[config.mk]
export PLATFORM = sky130hd
export DESIGN_NAME = alu_share_arbiter
export DESIGN_NICKNAME = d
export VERILOG_FILES = /design/src/rtl/alu_share_arbiter.sv
export SDC_FILE = /design/constraint.sdc
export NUM_CORES = 1
export LEC_CHECK = 0
export CAP_MARGIN = 15
export CORE_AREA = 2 2 122 124
export CTS_CLUSTER_SIZE = 30
export DETAILED_ROUTE_END_ITERATION = 12
export DIE_AREA = 0 0 124 126
export PLACE_DENSITY = 0.77
export SYNTH_ARGS = -nofsm -noshare
export SYNTH_HDL_FRONTEND = slang
export SYNTH_SLANG_ARGS = --single-unit
[constraint.sdc]
create_clock -name clk -period 1.74 [get_ports clk]
set_input_delay 0.348 -clock clk [delete_from_list [all_inputs] [get_ports clk]]
set_output_delay 0.348 -clock clk [all_outputs]
set_load 0.03 [all_outputs]
[src/rtl/alu_share_arbiter.sv]
// Round-robin front end that shares one combinational ALU between two requesters.
// Operands and results are registered; one operation is in flight at a time.
module alu_share_arbiter #(
    parameter int WIDTH = 32
) (
    input  logic             clk,
    input  logic             rst,
    input  logic             req0_valid,
    output logic             req0_ready,
    input  logic [WIDTH-1:0] req0_a,
    input  logic [WIDTH-1:0] req0_b,
    input  logic [2:0]       req0_s,
    input  logic             req1_valid,
    output logic             req1_ready,
    input  logic [WIDTH-1:0] req1_a,
    input  logic [WIDTH-1:0] req1_b,
    input  logic [2:0]       req1_s,
    output logic             rsp0_valid,
    input  logic             rsp0_ready,
    output logic [WIDTH-1:0] rsp0_y,
    output logic [2:0]       rsp0_f,
    output logic             rsp1_valid,
    input  logic             rsp1_ready,
    output logic [WIDTH-1:0] rsp1_y,
    output logic [2:0]       rsp1_f,
    output logic [WIDTH-1:0] alu_a,
    output logic [WIDTH-1:0] alu_b,
    output logic [2:0]       alu_s,
    input  logic [WIDTH-1:0] alu_y,
    input  logic [2:0]       alu_f,
    output logic             busy
);

    typedef enum logic [1:0] {
        IDLE = 2'd0,
        EXEC = 2'd1,
        RESP = 2'd2
    } state_t;

    state_t           state_q, state_d;
    logic [WIDTH-1:0] op_a_q, op_a_d;
    logic [WIDTH-1:0] op_b_q, op_b_d;
    logic [2:0]       op_s_q, op_s_d;
    logic [WIDTH-1:0] res_y_q, res_y_d;
    logic [2:0]       res_f_q, res_f_d;
    logic             gnt_id_q, gnt_id_d;
    logic             last_grant_q, last_grant_d;

    logic grant;
    logic req_fire;
    logic rsp_fire;

    // On a tie the requester that was not served last wins.
    always_comb begin
        if (req0_valid && req1_valid) begin
            grant = ~last_grant_q;
        end else begin
            grant = req1_valid;
        end
    end

    // Handshake outputs are held low while reset is asserted, even mid-operation.
    assign req0_ready = !rst && (state_q == IDLE) && req0_valid && !grant;
    assign req1_ready = !rst && (state_q == IDLE) && req1_valid &&  grant;
    assign rsp0_valid = !rst && (state_q == RESP) && !gnt_id_q;
    assign rsp1_valid = !rst && (state_q == RESP) &&  gnt_id_q;

    assign req_fire = (req0_valid && req0_ready) || (req1_valid && req1_ready);
    assign rsp_fire = (rsp0_valid && rsp0_ready) || (rsp1_valid && rsp1_ready);

    assign alu_a  = op_a_q;
    assign alu_b  = op_b_q;
    assign alu_s  = op_s_q;
    assign rsp0_y = res_y_q;
    assign rsp0_f = res_f_q;
    assign rsp1_y = res_y_q;
    assign rsp1_f = res_f_q;
    assign busy   = (state_q != IDLE);

    always_comb begin
        // NOTE: every next-state signal gets a hold default first so no path infers a latch.
        state_d      = state_q;
        op_a_d       = op_a_q;
        op_b_d       = op_b_q;
        op_s_d       = op_s_q;
        res_y_d      = res_y_q;
        res_f_d      = res_f_q;
        gnt_id_d     = gnt_id_q;
        last_grant_d = last_grant_q;

        case (state_q)
            IDLE: begin
                if (req_fire) begin
                    op_a_d       = grant ? req1_a : req0_a;
                    op_b_d       = grant ? req1_b : req0_b;
                    op_s_d       = grant ? req1_s : req0_s;
                    gnt_id_d     = grant;
                    last_grant_d = grant;
                    state_d      = EXEC;
                end
            end
            EXEC: begin
                res_y_d = alu_y;
                res_f_d = alu_f;
                state_d = RESP;
            end
            RESP: begin
                if (rsp_fire) begin
                    state_d = IDLE;
                end
            end
            default: begin
                state_d = IDLE;
            end
        endcase
    end

    always_ff @(posedge clk) begin
        if (rst) begin
            state_q      <= IDLE;
            op_a_q       <= '0;
            op_b_q       <= '0;
            op_s_q       <= '0;
            res_y_q      <= '0;
            res_f_q      <= '0;
            gnt_id_q     <= 1'b0;
            last_grant_q <= 1'b1;
        end else begin
            // NOTE: non-blocking assignments so every register samples the pre-edge values.
            state_q      <= state_d;
            op_a_q       <= op_a_d;
            op_b_q       <= op_b_d;
            op_s_q       <= op_s_d;
            res_y_q      <= res_y_d;
            res_f_q      <= res_f_d;
            gnt_id_q     <= gnt_id_d;
            last_grant_q <= last_grant_d;
        end
    end

endmodule

==> summary.md <==
| Metric | Value |
|---|---|
| Outcome | `complete, but fails checks` |
| Failing checks | `setup timing` |
| ANT nets after route | `0` |
| Site row count | `44` |
| Final setup viols | `2` |
| Share of layout cells above drive strength 1 | `9.502%` |
| Clock root buffer | `clkbuf_16` |
| H-Tree Depth | `3` |
| Static Leak | `4.100 nW` |
| Synth Warn # | `0` |
| Die height | `between 100 and 150 um` |
| Setup WS pre-CTS | `-283.2 ps` |
| Largest net degree at the start of global routing | `40` |
| Worst path arrival time | `~1400 ps` |
| Clk sinks | `106` |
| Area grow syn2layout | `75.74%` |
| Worst R2R Path Depth | `5` |
| Share of the synthesized area in the top cell type | `44.57%` |
| Initial DRT Pass Iterations | `4` |
| Net Count, Synth | `between 700 and 800` |
| Die ar. | `15,620 um2` |
| First-pass GRT wire length | `between 20 and 30 mm` |
| Most frequent cells in the layout | `174 x clkdlybuf4s50_1, 120 x nor3_1, 104 x dfxtp_1` |
| Unique masters post-synth | `25` |
| Via count | `5,386` |
| Max frequency | `566.5 MHz` |
| Initial Util | `33.26%` |
| Final worst-path cycle share | `101.4%` |
| Hold path depth | `2` |
| Worst-margin pin slew | `about 440 ps` |
| CP Max Fanout | `4` |
| Final design utilization | `58.45%` |
| Reg2reg start | `state_q[1]` |
| R2R Setup Slk | `60 ps` |
| Hold Crit Class | `flop to flop` |
| Part of the power in the clock network | `26.5%` |
| Number of buffers inserted by port buffering | `316` |
| CTS Buf Count | `9` |
| # placed instances | `roughly 1,000` |
| Gr usage total | `22.94%` |
| Detailed-placement wirelength estimate | `around 12 mm` |
| Worst-path cell chain | `nor2_4, inv_4, nor4b_4, buf_4, buf_12` |
| Synth Cell Area | `approximately 4800 um2` |
| Worst setup EP type | `output pin` |
| Worst ir drop on vdd | `0.0004209 V` |
| Syn_area_per_cell | `7.948 um2` |
| Final nets | `1,033` |
| Worst Slack Setup Final | `-25.14 ps` |
| Slew margin rel. | `70.92%` |
| WL per Instance | `17.67 um` |
| Layout Skew | `between 6 and 7 ps` |
| Final hold vios | `0` |
| Final cell count without fillers | `1,047` |
| Core ar. | `14,310 um2` |
| Antenna violations before repair | `0` |
| Hold endpoint | `rsp0_y[13]` |
| RSZ-0062 raised after global routing | `true` |
| GR Overflow Total | `0` |
| Min Hold Slack | `464.9 ps` |
| #FFs+latches synth | `roughly 110` |
| CP startpoint | `state_q[0]` |
| Synth area leader | `dfxtp_1` |
| CTS max path bufs | `2` |
| Worst-skew pair later-pin latency | `about 350 ps` |
| Vias per inst | `5.144` |
| Hold_buf cts | `0` |
| Switching pwr | `2.596 mW` |
| Min cycle time layout | `1765 ps` |
| Setup Crit Path Kind | `flop to output pin` |
| CTS tree | `built` |
| Number of global-route vias before repair | `5,235` |
| 1st-iter DRT viols | `323` |
| Reg power frac | `38.1%` |
| Routability Congestion | `0.8144` |
| Top cells by area, synth | `dfxtp_1 45%, nor3_1 13%, a21oi_1 11%` |
| Sequential fraction of the synthesis area | `44.57%` |
| Pwr/cell area | `889.8 nW/um2` |
| Internal cell power | `4.848 mW` |
| ANT cells | `0` |
| Pins Over Slew Limit | `0` |
| Clock Pin Slew Worst Setup and Hold Paths | `70 ps` |
| Required time worst endpoint | `1390 ps` |
| Total Wirelength | `18.50 mm` |
| Sw Share | `34.88%` |
| Die Wd | `124 um` |
| Max stage delay on crit path | `340 ps` |
| Remaining DRCs | `0` |
| Logic pwr share | `35.4%` |
| Total power | `7.444 mW` |
| I/O pin count | `317` |
| Mapped Cells | `between 500 and 600` |
| Commonest non-fill, non-tap cell in the layout | `clkdlybuf4s50_1` |
| Total of max-cap violations | `0` |
| Min-delay src | `rsp0_y[13]` |
| Reg-to-Reg End | `alu_b[9]` |
| Slowest cell on crit path | `dfxtp_2` |
| CP startpoint kind | `flop` |
state kept, by name (all words and copies together) (netlist names):
name / cells
alu_a: 32
alu_b: 32
alu_s: 3
gnt_id_q: 1
last_grant_q: 1
rsp0_f: 3
rsp0_y: 32
state_q: 2
stage by stage:
| stage | TNS, ps | instance area, um2 |
|---|---|---|
| after floorplan | -135.4 | 4785 |
| after global placement | -15760 | 7946 |
| after detailed placement | -17100 | 7946 |
| after CTS | -108.7 | 8212 |
| after global routing | -223.0 | 8367 |
| final | -48.96 | 8367 |
critical path, delay by kind of cell, from the launching register on:
| family | cells | cell delay, ps |
|---|---|---|
| simple gates | 2 | 390 |
| flops | 1 | 340 |
| buf+inv | 3 | 340 |
layer usage:
metal / vias up / global-route usage [%] / wire length, um
met5: - / 0 / 0
met1: 2477 / 26.40 / 7270
li1: 2639 / - / -
met2: 240 / 38.59 / 9038
met3: 30 / 7.835 / 1784
met4: 0 / 9.451 / 404
what timing repair did:
item	CTS	global route
pin swaps	2	0
gates cloned	1	0
setup endpoints to repair	88	59
gates resized for setup	90	58
buffers inserted	3	0
cell type report:
cell class,count,area (um2)
Clock buffer,10,239.0
Clock inverter,6,41.29
Tap cell,184,230.2
Timing Repair Buffer,349,3595
Inverter,1,6.256
Multi-Input combinational cell,391,2128
Sequential cell,106,2127
Fill cell,1324,5947
cells by family (layout without fill, tap and decap cells):
logic type,Yosys count,in the layout,share of synthesized area (%)
AND/OR/NAND/NOR,284,284,31.38
AO/OA/AOI/OAI,106,106,11.43
flip-flops,106,106,44.57
buffers and inverters,102,366,12.40
multiplexers,1,1,0.2103
cell usage after synthesis (all sizes together):
cell	count
nor3	135
dfxtp	106
a21oi	103
nand2	70
buf	69
nor4	67
clkbuf	32
nor2	2
nor2b	2
nor4b	2
a21bo	1
a221o	1
a2bb2oi	1
inv	1
mux2i	1
nand2b	1
nand3b	1
nor3b	1
nor4bb	1
or2	1
or3b	1
power by group through the flow:
stage / clock (mW) / sequential, mW / combinational, mW
finish: 1.97 / 2.83 / 2.64
floorplan: 0 / 3.38 / 0.980
global route: 2.14 / 2.87 / 2.81
CTS: 2.04 / 2.84 / 2.66
global placement: 0 / 2.90 / 2.68
detailed placement: 0 / 2.90 / 2.70
how the worst max path moves through the flow:
stage	slack [ps]	to	depth (start not counted)
6_report	-30	req0_ready	5
5_1_grt	-120	req0_ready	5
4_1_cts	-60	req1_ready	5
3_5_place_dp	-280	alu_b[6]	5
3_3_place_gp	-250	alu_a[21]	5
2_1_floorplan	-140	req0_ready	5
No activity file was read; power rests on OpenSTA's default activity.
